$ cat src/rtl/dct2d_sequencer.sv
// 8x8 2D DCT sequencer: row pass, transpose, column pass over one shared 1D DCT core.
// Define DCT2D_OUT_ROUND_EN to round output coefficients to integers ((x + 128) >>> 8).
module dct2d_sequencer #(
  parameter int LATENCY = 8,
  parameter int W       = 22
) (
  input  logic           clk,
  input  logic           reset,
  input  logic [8*W-1:0] in_data,
  input  logic           in_valid,
  output logic           in_ready,
  output logic [8*W-1:0] dct_in,
  input  logic [8*W-1:0] dct_out,
  output logic [8*W-1:0] out_data,
  output logic           out_valid,
  input  logic           out_ready,
  output logic           busy
);

  typedef enum logic [2:0] {
    S_IDLE     = 3'd0,
    S_ROW      = 3'd1,
    S_ROW_WAIT = 3'd2,
    S_COL      = 3'd3,
    S_COL_WAIT = 3'd4,
    S_OUT      = 3'd5
  } state_t;

  function automatic logic [W-1:0] conv_coef(input logic [W-1:0] x);
`ifdef DCT2D_OUT_ROUND_EN
    logic signed [W:0] sum_v;
    sum_v = $signed({x[W-1], x}) + $signed((W+1)'(9'd128));
    return W'(sum_v >>> 4'd8);
`else
    return x;
`endif
  endfunction

  state_t         state_q;
  logic [2:0]     cnt_q;
  logic           in_ready_q;
  logic           out_valid_q;
  logic           busy_q;
  logic [8*W-1:0] dct_in_q;
  logic [8*W-1:0] out_data_q;

  // Tag line tracks which pass/index each in-flight core result belongs to.
  logic           tag_vld_q [LATENCY];
  logic           tag_col_q [LATENCY];
  logic [2:0]     tag_idx_q [LATENCY];

  logic [W-1:0]   t_q [8][8];
  logic [W-1:0]   o_q [8][8];

  logic           accept_s;
  logic           exit_vld_s;
  logic           exit_col_s;
  logic [2:0]     exit_idx_s;
  logic           row_done_s;
  logic           col_done_s;
  logic [2:0]     out_sel_s;
  logic [8*W-1:0] col_vec_s;
  logic [8*W-1:0] out_row_s;

  assign accept_s   = in_valid & in_ready_q;
  assign exit_vld_s = tag_vld_q[LATENCY-1];
  assign exit_col_s = tag_col_q[LATENCY-1];
  assign exit_idx_s = tag_idx_q[LATENCY-1];
  assign row_done_s = exit_vld_s & ~exit_col_s & (exit_idx_s == 3'd7);
  assign col_done_s = exit_vld_s & exit_col_s & (exit_idx_s == 3'd7);
  assign out_sel_s  = out_valid_q ? (cnt_q + 3'd1) : cnt_q;

  // Column c of the transposed row results, packed as a core input vector.
  always_comb begin
    col_vec_s = '0;
    for (int i = 0; i < 8; i++) begin
      col_vec_s[W*i +: W] = t_q[cnt_q][i];
    end
  end

  // Output row about to be presented: current row on first load, next row after a handshake.
  always_comb begin
    out_row_s = '0;
    for (int i = 0; i < 8; i++) begin
      out_row_s[W*i +: W] = conv_coef(o_q[out_sel_s][i]);
    end
  end

  // Sequencer FSM, core drive, tag line and output registers.
  always_ff @(posedge clk or posedge reset) begin
    if (reset) begin
      state_q     <= S_IDLE;
      cnt_q       <= 3'd0;
      in_ready_q  <= 1'b0;
      out_valid_q <= 1'b0;
      busy_q      <= 1'b0;
      dct_in_q    <= '0;
      out_data_q  <= '0;
      for (int i = 0; i < LATENCY; i++) begin
        tag_vld_q[i] <= 1'b0;
        tag_col_q[i] <= 1'b0;
        tag_idx_q[i] <= 3'd0;
      end
    end else begin
      for (int i = LATENCY - 1; i > 0; i--) begin
        tag_vld_q[i] <= tag_vld_q[i-1];
        tag_col_q[i] <= tag_col_q[i-1];
        tag_idx_q[i] <= tag_idx_q[i-1];
      end
      tag_vld_q[0] <= 1'b0;
      tag_col_q[0] <= 1'b0;
      tag_idx_q[0] <= 3'd0;
      dct_in_q     <= '0;

      case (state_q)
        S_IDLE: begin
          in_ready_q <= 1'b1;
          if (accept_s) begin
            dct_in_q     <= in_data;
            tag_vld_q[0] <= 1'b1;
            tag_idx_q[0] <= 3'd0;
            cnt_q        <= 3'd1;
            busy_q       <= 1'b1;
            state_q      <= S_ROW;
          end
        end
        S_ROW: begin
          if (accept_s) begin
            dct_in_q     <= in_data;
            tag_vld_q[0] <= 1'b1;
            tag_idx_q[0] <= cnt_q;
            if (cnt_q == 3'd7) begin
              in_ready_q <= 1'b0;
              cnt_q      <= 3'd0;
              state_q    <= S_ROW_WAIT;
            end else begin
              cnt_q <= cnt_q + 3'd1;
            end
          end
        end
        S_ROW_WAIT: begin
          if (row_done_s) begin
            state_q <= S_COL;
          end
        end
        S_COL: begin
          dct_in_q     <= col_vec_s;
          tag_vld_q[0] <= 1'b1;
          tag_col_q[0] <= 1'b1;
          tag_idx_q[0] <= cnt_q;
          if (cnt_q == 3'd7) begin
            cnt_q   <= 3'd0;
            state_q <= S_COL_WAIT;
          end else begin
            cnt_q <= cnt_q + 3'd1;
          end
        end
        S_COL_WAIT: begin
          if (col_done_s) begin
            state_q <= S_OUT;
          end
        end
        S_OUT: begin
          if (!out_valid_q) begin
            out_data_q  <= out_row_s;
            out_valid_q <= 1'b1;
          end else if (out_ready) begin
            if (cnt_q == 3'd7) begin
              out_valid_q <= 1'b0;
              cnt_q       <= 3'd0;
              busy_q      <= 1'b0;
              in_ready_q  <= 1'b1;
              state_q     <= S_IDLE;
            end else begin
              cnt_q      <= cnt_q + 3'd1;
              out_data_q <= out_row_s;
            end
          end
        end
        default: begin
          state_q     <= S_IDLE;
          cnt_q       <= 3'd0;
          in_ready_q  <= 1'b0;
          out_valid_q <= 1'b0;
          busy_q      <= 1'b0;
        end
      endcase
    end
  end

  // Row results land transposed in T; column results land in O.
  always_ff @(posedge clk) begin
    if (exit_vld_s) begin
      for (int j = 0; j < 8; j++) begin
        if (exit_col_s) begin
          o_q[j][exit_idx_s] <= dct_out[W*j +: W];
        end else begin
          t_q[j][exit_idx_s] <= dct_out[W*j +: W];
        end
      end
    end
  end

  assign in_ready  = in_ready_q;
  assign dct_in    = dct_in_q;
  assign out_data  = out_data_q;
  assign out_valid = out_valid_q;
  assign busy      = busy_q;

endmodule

$ cat config.mk
export PLATFORM = sky130hd
export DESIGN_NAME = dct2d_sequencer
export DESIGN_NICKNAME = d
export VERILOG_FILES = /design/src/rtl/dct2d_sequencer.sv
export SDC_FILE = /design/constraint.sdc
export NUM_CORES = 2
export LEC_CHECK = 0
export CAP_MARGIN = 10
export CORE_MARGIN = 5
export CORE_UTILIZATION = 59
export DETAILED_ROUTE_END_ITERATION = 8
export PLACE_DENSITY_LB_ADDON = 0.05
export SLEW_MARGIN = 20
export SYNTH_ARGS = -nofsm -noshare
export SYNTH_HDL_FRONTEND = slang
export SYNTH_SLANG_ARGS = --single-unit
$ cat constraint.sdc
create_clock -name clk -period 19.5 [get_ports clk]
set_input_delay 4.875 -clock clk [delete_from_list [all_inputs] [get_ports clk]]
set_output_delay 4.875 -clock clk [all_outputs]
set_load 0.05 [all_outputs]
## Word level (Yosys, flattened, before mapping)

Memories as Yosys holds them, arrays and structs flattened.
Cells that the tools add are included.

- Equal/unequal tests: 18
- $add $sub $neg: 1
- Reduce and logical (&&, ||, !) cells: 12
- Bitwise operators: 10
- Mux-type cells: 48
- Magnitude comparators: 2

Operators by type and width:

| kind | count |
|---|---|
| 176-bit 2-to-1 mux | 6 |
| 176-bit case mux with 2 select lines | 1 |
| 22-bit demux with 3-bit select | 1 |
| 3-bit 2-to-1 mux | 15 |
| 22-bit 2-to-1 mux | 1 |
| 2-bit inequality test, second input constant | 11 |
| 3-bit case mux with 6 select lines | 1 |
| 1-bit 2-to-1 mux | 17 |
| 3-bit case mux with 5 select lines | 1 |
| 3-bit == test, second input constant | 4 |
| 5-bit AND reduction | 2 |
| 9-bit AND reduction | 1 |
| 3-bit by 2-bit == test with 1-bit output, second input constant | 2 |
| 3-bit case mux with 2 select lines | 1 |
| 6-bit AND reduction | 1 |
| 1-bit AND | 5 |
| 5-bit OR reduction | 1 |
| 4-bit greater-or-equal comparator, second input constant | 1 |
| 4-bit by 1-bit < comparator with 1-bit output, second input constant | 1 |
| 1-bit inverter | 4 |
| 3-bit inverter with 4-bit output | 1 |
| 1-bit case mux with 2 select lines | 2 |
| 1-bit case mux with 4 select lines | 1 |
| 2-bit OR reduction | 2 |
| 8 further kinds | 8 |

- Memories kept: 2
- Input port bits: 356
- RAM bits: 2816
- Register bits: 401

Memory list:

| name | depth | width | rd ports | clocked after memory_dff | wr ports | RTL line | RTL |
|---|---|---|---|---|---|---|---|
| o_q | 8 | 176 | 1 | 0 | 8 | 53 | `logic [W-1:0] o_q [8][8];` |
| t_q | 8 | 176 | 1 | 0 | 8 | 52 | `logic [W-1:0] t_q [8][8];` |

## Depth between registers and ports, before layout

- Depth after elaboration: 6
- Gate-level depth with buffers: 9

## Worst setup path after synthesis

No wires, ideal clock.

- Path kind: reg-to-reg
- Start: register tag_idx_q, in the netlist exit_idx_s[0]
- End: memory t_q[0][154] in the netlist's numbering (enable)
- Path slack: 5.823 ns
- Data required time: 18.573 ns
- Setup time: 0.927 ns
- Stages on the path, launching flop included: 3
- Clock period less this slack: 13.677 ns
- Arrival: 12.750 ns
- Path buffers: 0
- Path through: dfrtp_1 -> or3b_2 -> nor3_1

RTL lines:

| what | RTL line | RTL |
|---|---|---|
| start, declared | 50 | `logic [2:0] tag_idx_q [LATENCY];` |
| start signal, assigned by index | 108 | `tag_idx_q[i] <= tag_idx_q[i-1];` |
| end, declared | 52 |  |

## Final worst setup path

- Start: input out_ready
- End: register out_data_q[117], in the netlist out_data[117]

- Longest elaborated chain between the ends: 2

RTL lines:

| what | RTL line | RTL |
|---|---|---|
| start, declared | 16 | `input logic out_ready,` |
| 2-bit inequality test (no line) | n/a |  |
| 3-bit AND reduction (no line) | n/a |  |
| end signal, assigned | 165 | `out_data_q <= out_row_s;` |
| end signal, assigned | 176 | `out_data_q <= out_row_s;` |
| end, declared | 45 | `logic [8*W-1:0] out_data_q;` |

No other way between the ends.
A chain may end at the register's enable or synchronous reset.

==> impl_metrics.csv <==
group,metric,value,unit
run_status,status,"completed",
yosys,synth-edff-count,2816,
critical_path,critPathCaptureType,"flip-flop",
yosys,ys_ff_latch,3217,
timing,maxSlewHeadroom,14.0,%
timing,min_period_over_period,40.2,%
clock_network,clkTransAtPathRegs,0.06,ns
critical_path,slowest_delay,0.88,ns
floorplanning,core-area,202000,µm²
power_and_ir_drop,power.density,160,nW/µm²
timing,fin_crit,7.84,ns
yosys,synth.area.mux_share,13.5,%
place,gp_congestion,0.829,
route,drc_errors,0,
floorplanning,initial_core_util,59.4,%
yosys,synth_top_family_by_area,"multiplexers",
critical_path,critPathKind,"input pin to flip-flop",
critical_path,worstPathArrival,8.70,ns
clock_network,clkSinkCount,3217,
place,io_buffers,710,
route,wl,342000,µm
timing,finalSetupViolations,0,
yosys,synth.most_common_cell,"edfxtp_1",
clock_network,ctsLongestPathBuffers,4,
job,maxCapViolCount,0,
route,first_iter_violations,9535,
yosys,synthXorXnorAreaFrac,0.0208,%
global_route,track_usage,32.2,%
clock_network,cts_tree,"done",
timing,grt_setup_unrepaired,"false",
route,via_count,63971,
global_route,grt_max_degree,177,
clock_network,clockRootBuffer,"clkbuf_16",
timing,drv_slew,0,
floorplanning,die_h,461,µm
clock_network,cts_hold_buf,0,
power_and_ir_drop,ir_drop,0.000219,V
floorplanning,dieArea,213000,µm²
critical_path,r2r_start,"cnt_q[0]",
power_and_ir_drop,report.power.total,22.6,mW
global_route,grt_pass1_wl,476000,µm
clock_network,cts_resized,0,
final_layout,final_core_util,69.8,%
critical_path,start_kind,"input pin",
final_layout,nNetsFinal,6811,
critical_path,crit_slowest_cell,"or2_4",
yosys,syn-instance-count,5603,
route,drt_first_pass_iters,6,
yosys,synth_area_per_cell,21.4,µm²
yosys,ys_warn_count,0,
yosys,yosys.area_share.simple,1.73,%
timing,max_freq,127,MHz
clock_network,cts_setup_buffers,0,
global_route,grt_pass1_vias,62515,
timing,finalHoldViolations,0,
critical_path,worstReg2RegEnd,"out_data[1]",
power_and_ir_drop,leakagePower,47.4,nW
floorplanning,rows,165,
route,post_drt_wl_per_cell,36.4,µm
critical_path,rrSetupSlack,14.60,ns
global_route,antenna_found_initial,41,
global_route,grt-ovfl-total,0,
critical_path,crit_chain,"clkdlybuf4s50_1 > nor2b_1 > o211ai_1 > buf_4 > or2_4 > buf_4 > o221a_1",
yosys,synth_area_leaders,"edfxtp_1, mux4_2, dfrtp_1",
critical_path,reg2regPathDepth,8,
yosys,synth_commonest_cells,"edfxtp_1, mux4_2, dfrtp_1",
worst_hold_path,min_path_type,"flip-flop to flip-flop",
clock_network,cts.htree.levels,5,
yosys,synth-main-ff-cell,"edfxtp_1",
route,postRouteAntennaNets,0,
clock_network,cts_buffers,331,
place,hpwl,201000,µm
floorplanning,die_w,461,µm
floorplanning,io_pins,711,
worst_hold_path,min_from,"tag_vld_q[3]",
timing,fin_skew,0.0424,ns
timing,setup_tns,0,ns
critical_path,cp.required,20.36,ns
final_layout,syn_to_final_growth,17.5,%
yosys,synth_largest_area_cell,"edfxtp_1",
yosys,synth_cell_types,51,
critical_path,crit_fanout,63,
clock_network,clk_latency,0.94,ns
yosys,synth-compound-area-share,4.76,%
critical_path,worst_path_most_repeated_cell,"buf_4",
yosys,ys_seq_area_share,78.7,%
final_layout,drive_above_1_share,19.0,%
route,viasPerCell,6.82,
yosys,async_flop_share,12.5,%
worst_hold_path,hold_depth,0,
worst_hold_path,min_to,"tag_vld_q[2]",
yosys,yosysTopAreaCellShare,70.4,%
yosys,netlist_area,120000,µm²
yosys,synth-adder-area-share,0.0312,%
yosys,syn-num-nets,5962,
timing,tightest_slew,1.29,ns
## worst max-delay path by stage
stage	start	end	slack, ns	cells past startpoint
floorplan	reset	busy	3.47	1
global placement	out_ready	out_data[118]	10.83	7
detailed placement	out_ready	out_data[49]	10.76	7
CTS	out_ready	out_data[49]	11.78	7
global route	out_ready	out_data[49]	11.59	7
finish	out_ready	out_data[117]	11.66	7
## cell type report
cell class              count  area [µm²]
diodes                      3        7.51
clock buffers             479        9490
clock inverters           110        1100
fillers                 12598       61200
inverters                   9        51.3
multi-input cells        2025       24300
flip-flops and latches   3217       94600
well taps                2672        3340
repair buffers            868        8280
## state kept, by name (all words and copies together) (netlist names)
name        count
cnt_q           3
o_q          1408
tag_vld_q       7
exit_idx_s      3
in_ready        1
dct_in        176
exit_vld_s      1
exit_col_s      1
tag_col_q       7
tag_idx_q      21
out_data      176
t_q          1408
state_q         3
busy            1
out_valid       1
## power breakdown
| part | total (mW) | switching [mW] | internal, mW | leakage [nW] |
|---|---|---|---|---|
| Sequential | 8.56 | 0.395 | 8.16 | 30.4 |
| Combinational | 7.86 | 4.87 | 2.99 | 11.7 |
| Clock | 6.20 | 2.53 | 3.67 | 5.19 |
| Total | 22.6 | 7.79 | 14.8 | 47.4 |
## logic make-up (layout without fill, tap and decap cells)
kind of cell | count (synthesis) | count (layout)
AO/OA/AOI/OAI | 724 | 724
XOR/XNOR | 2 | 2
adder cells (fa/ha/maj) | 3 | 3
buffers and inverters | 361 | 1466
flip-flops | 3217 | 3217
multiplexers | 880 | 880
other | 0 | 3
AND/OR/NAND/NOR | 416 | 416
## placed cells by master, fill, tap and decap left out, types with 8 or more instances in the layout
cell type,synthesis,routed
edfxtp_1,2816,2816
clkdlybuf4s50_1,0,681
mux4_2,590,590
dfrtp_1,401,399
clkbuf_16,0,343
mux2i_1,289,285
a221oi_1,221,221
nand2_1,192,191
o21ai_1,176,176
buf_4,16,148
nand2b_1,115,115
o22ai_1,110,110
o221a_1,110,110
clkbuf_1,234,96
nor2b_1,70,68
a221o_1,67,67
clkinv_2,0,44
clkbuf_8,0,40
clkinv_1,0,36
buf_2,73,29
bufinv_16,0,23
nor2_4,0,14
buf_12,0,9
o221ai_1,8,8
## worst max-delay path: cells and delay by family
family,cells,cell delay [ns]
buf+inv,3,2.10
simple gates,2,1.08
compound gates,2,0.51
## stage by stage
step / instances / hold WS (ns) / area [µm²] / setup WS, ns
2_1_floorplan: 5603 / 0.331 / 120000 / 3.47
3_3_place_gp: 8790 / 0.333 / 131000 / 10.83
3_5_place_dp: 8790 / 0.335 / 131000 / 10.76
4_1_cts: 9379 / 0.340 / 141000 / 11.78
5_1_grt: 9381 / 0.353 / 141000 / 11.59
6_report: 9383 / 0.344 / 141000 / 11.66
## layer usage
metal | routed length [µm] | track usage (%)
met3 | 45900 | 9.82
met2 | 156000 | 47.3
met4 | 9130 | 8.68
met1 | 131000 | 47.9
met5 | 35 | 0
(Power assumes the default switching activity.)
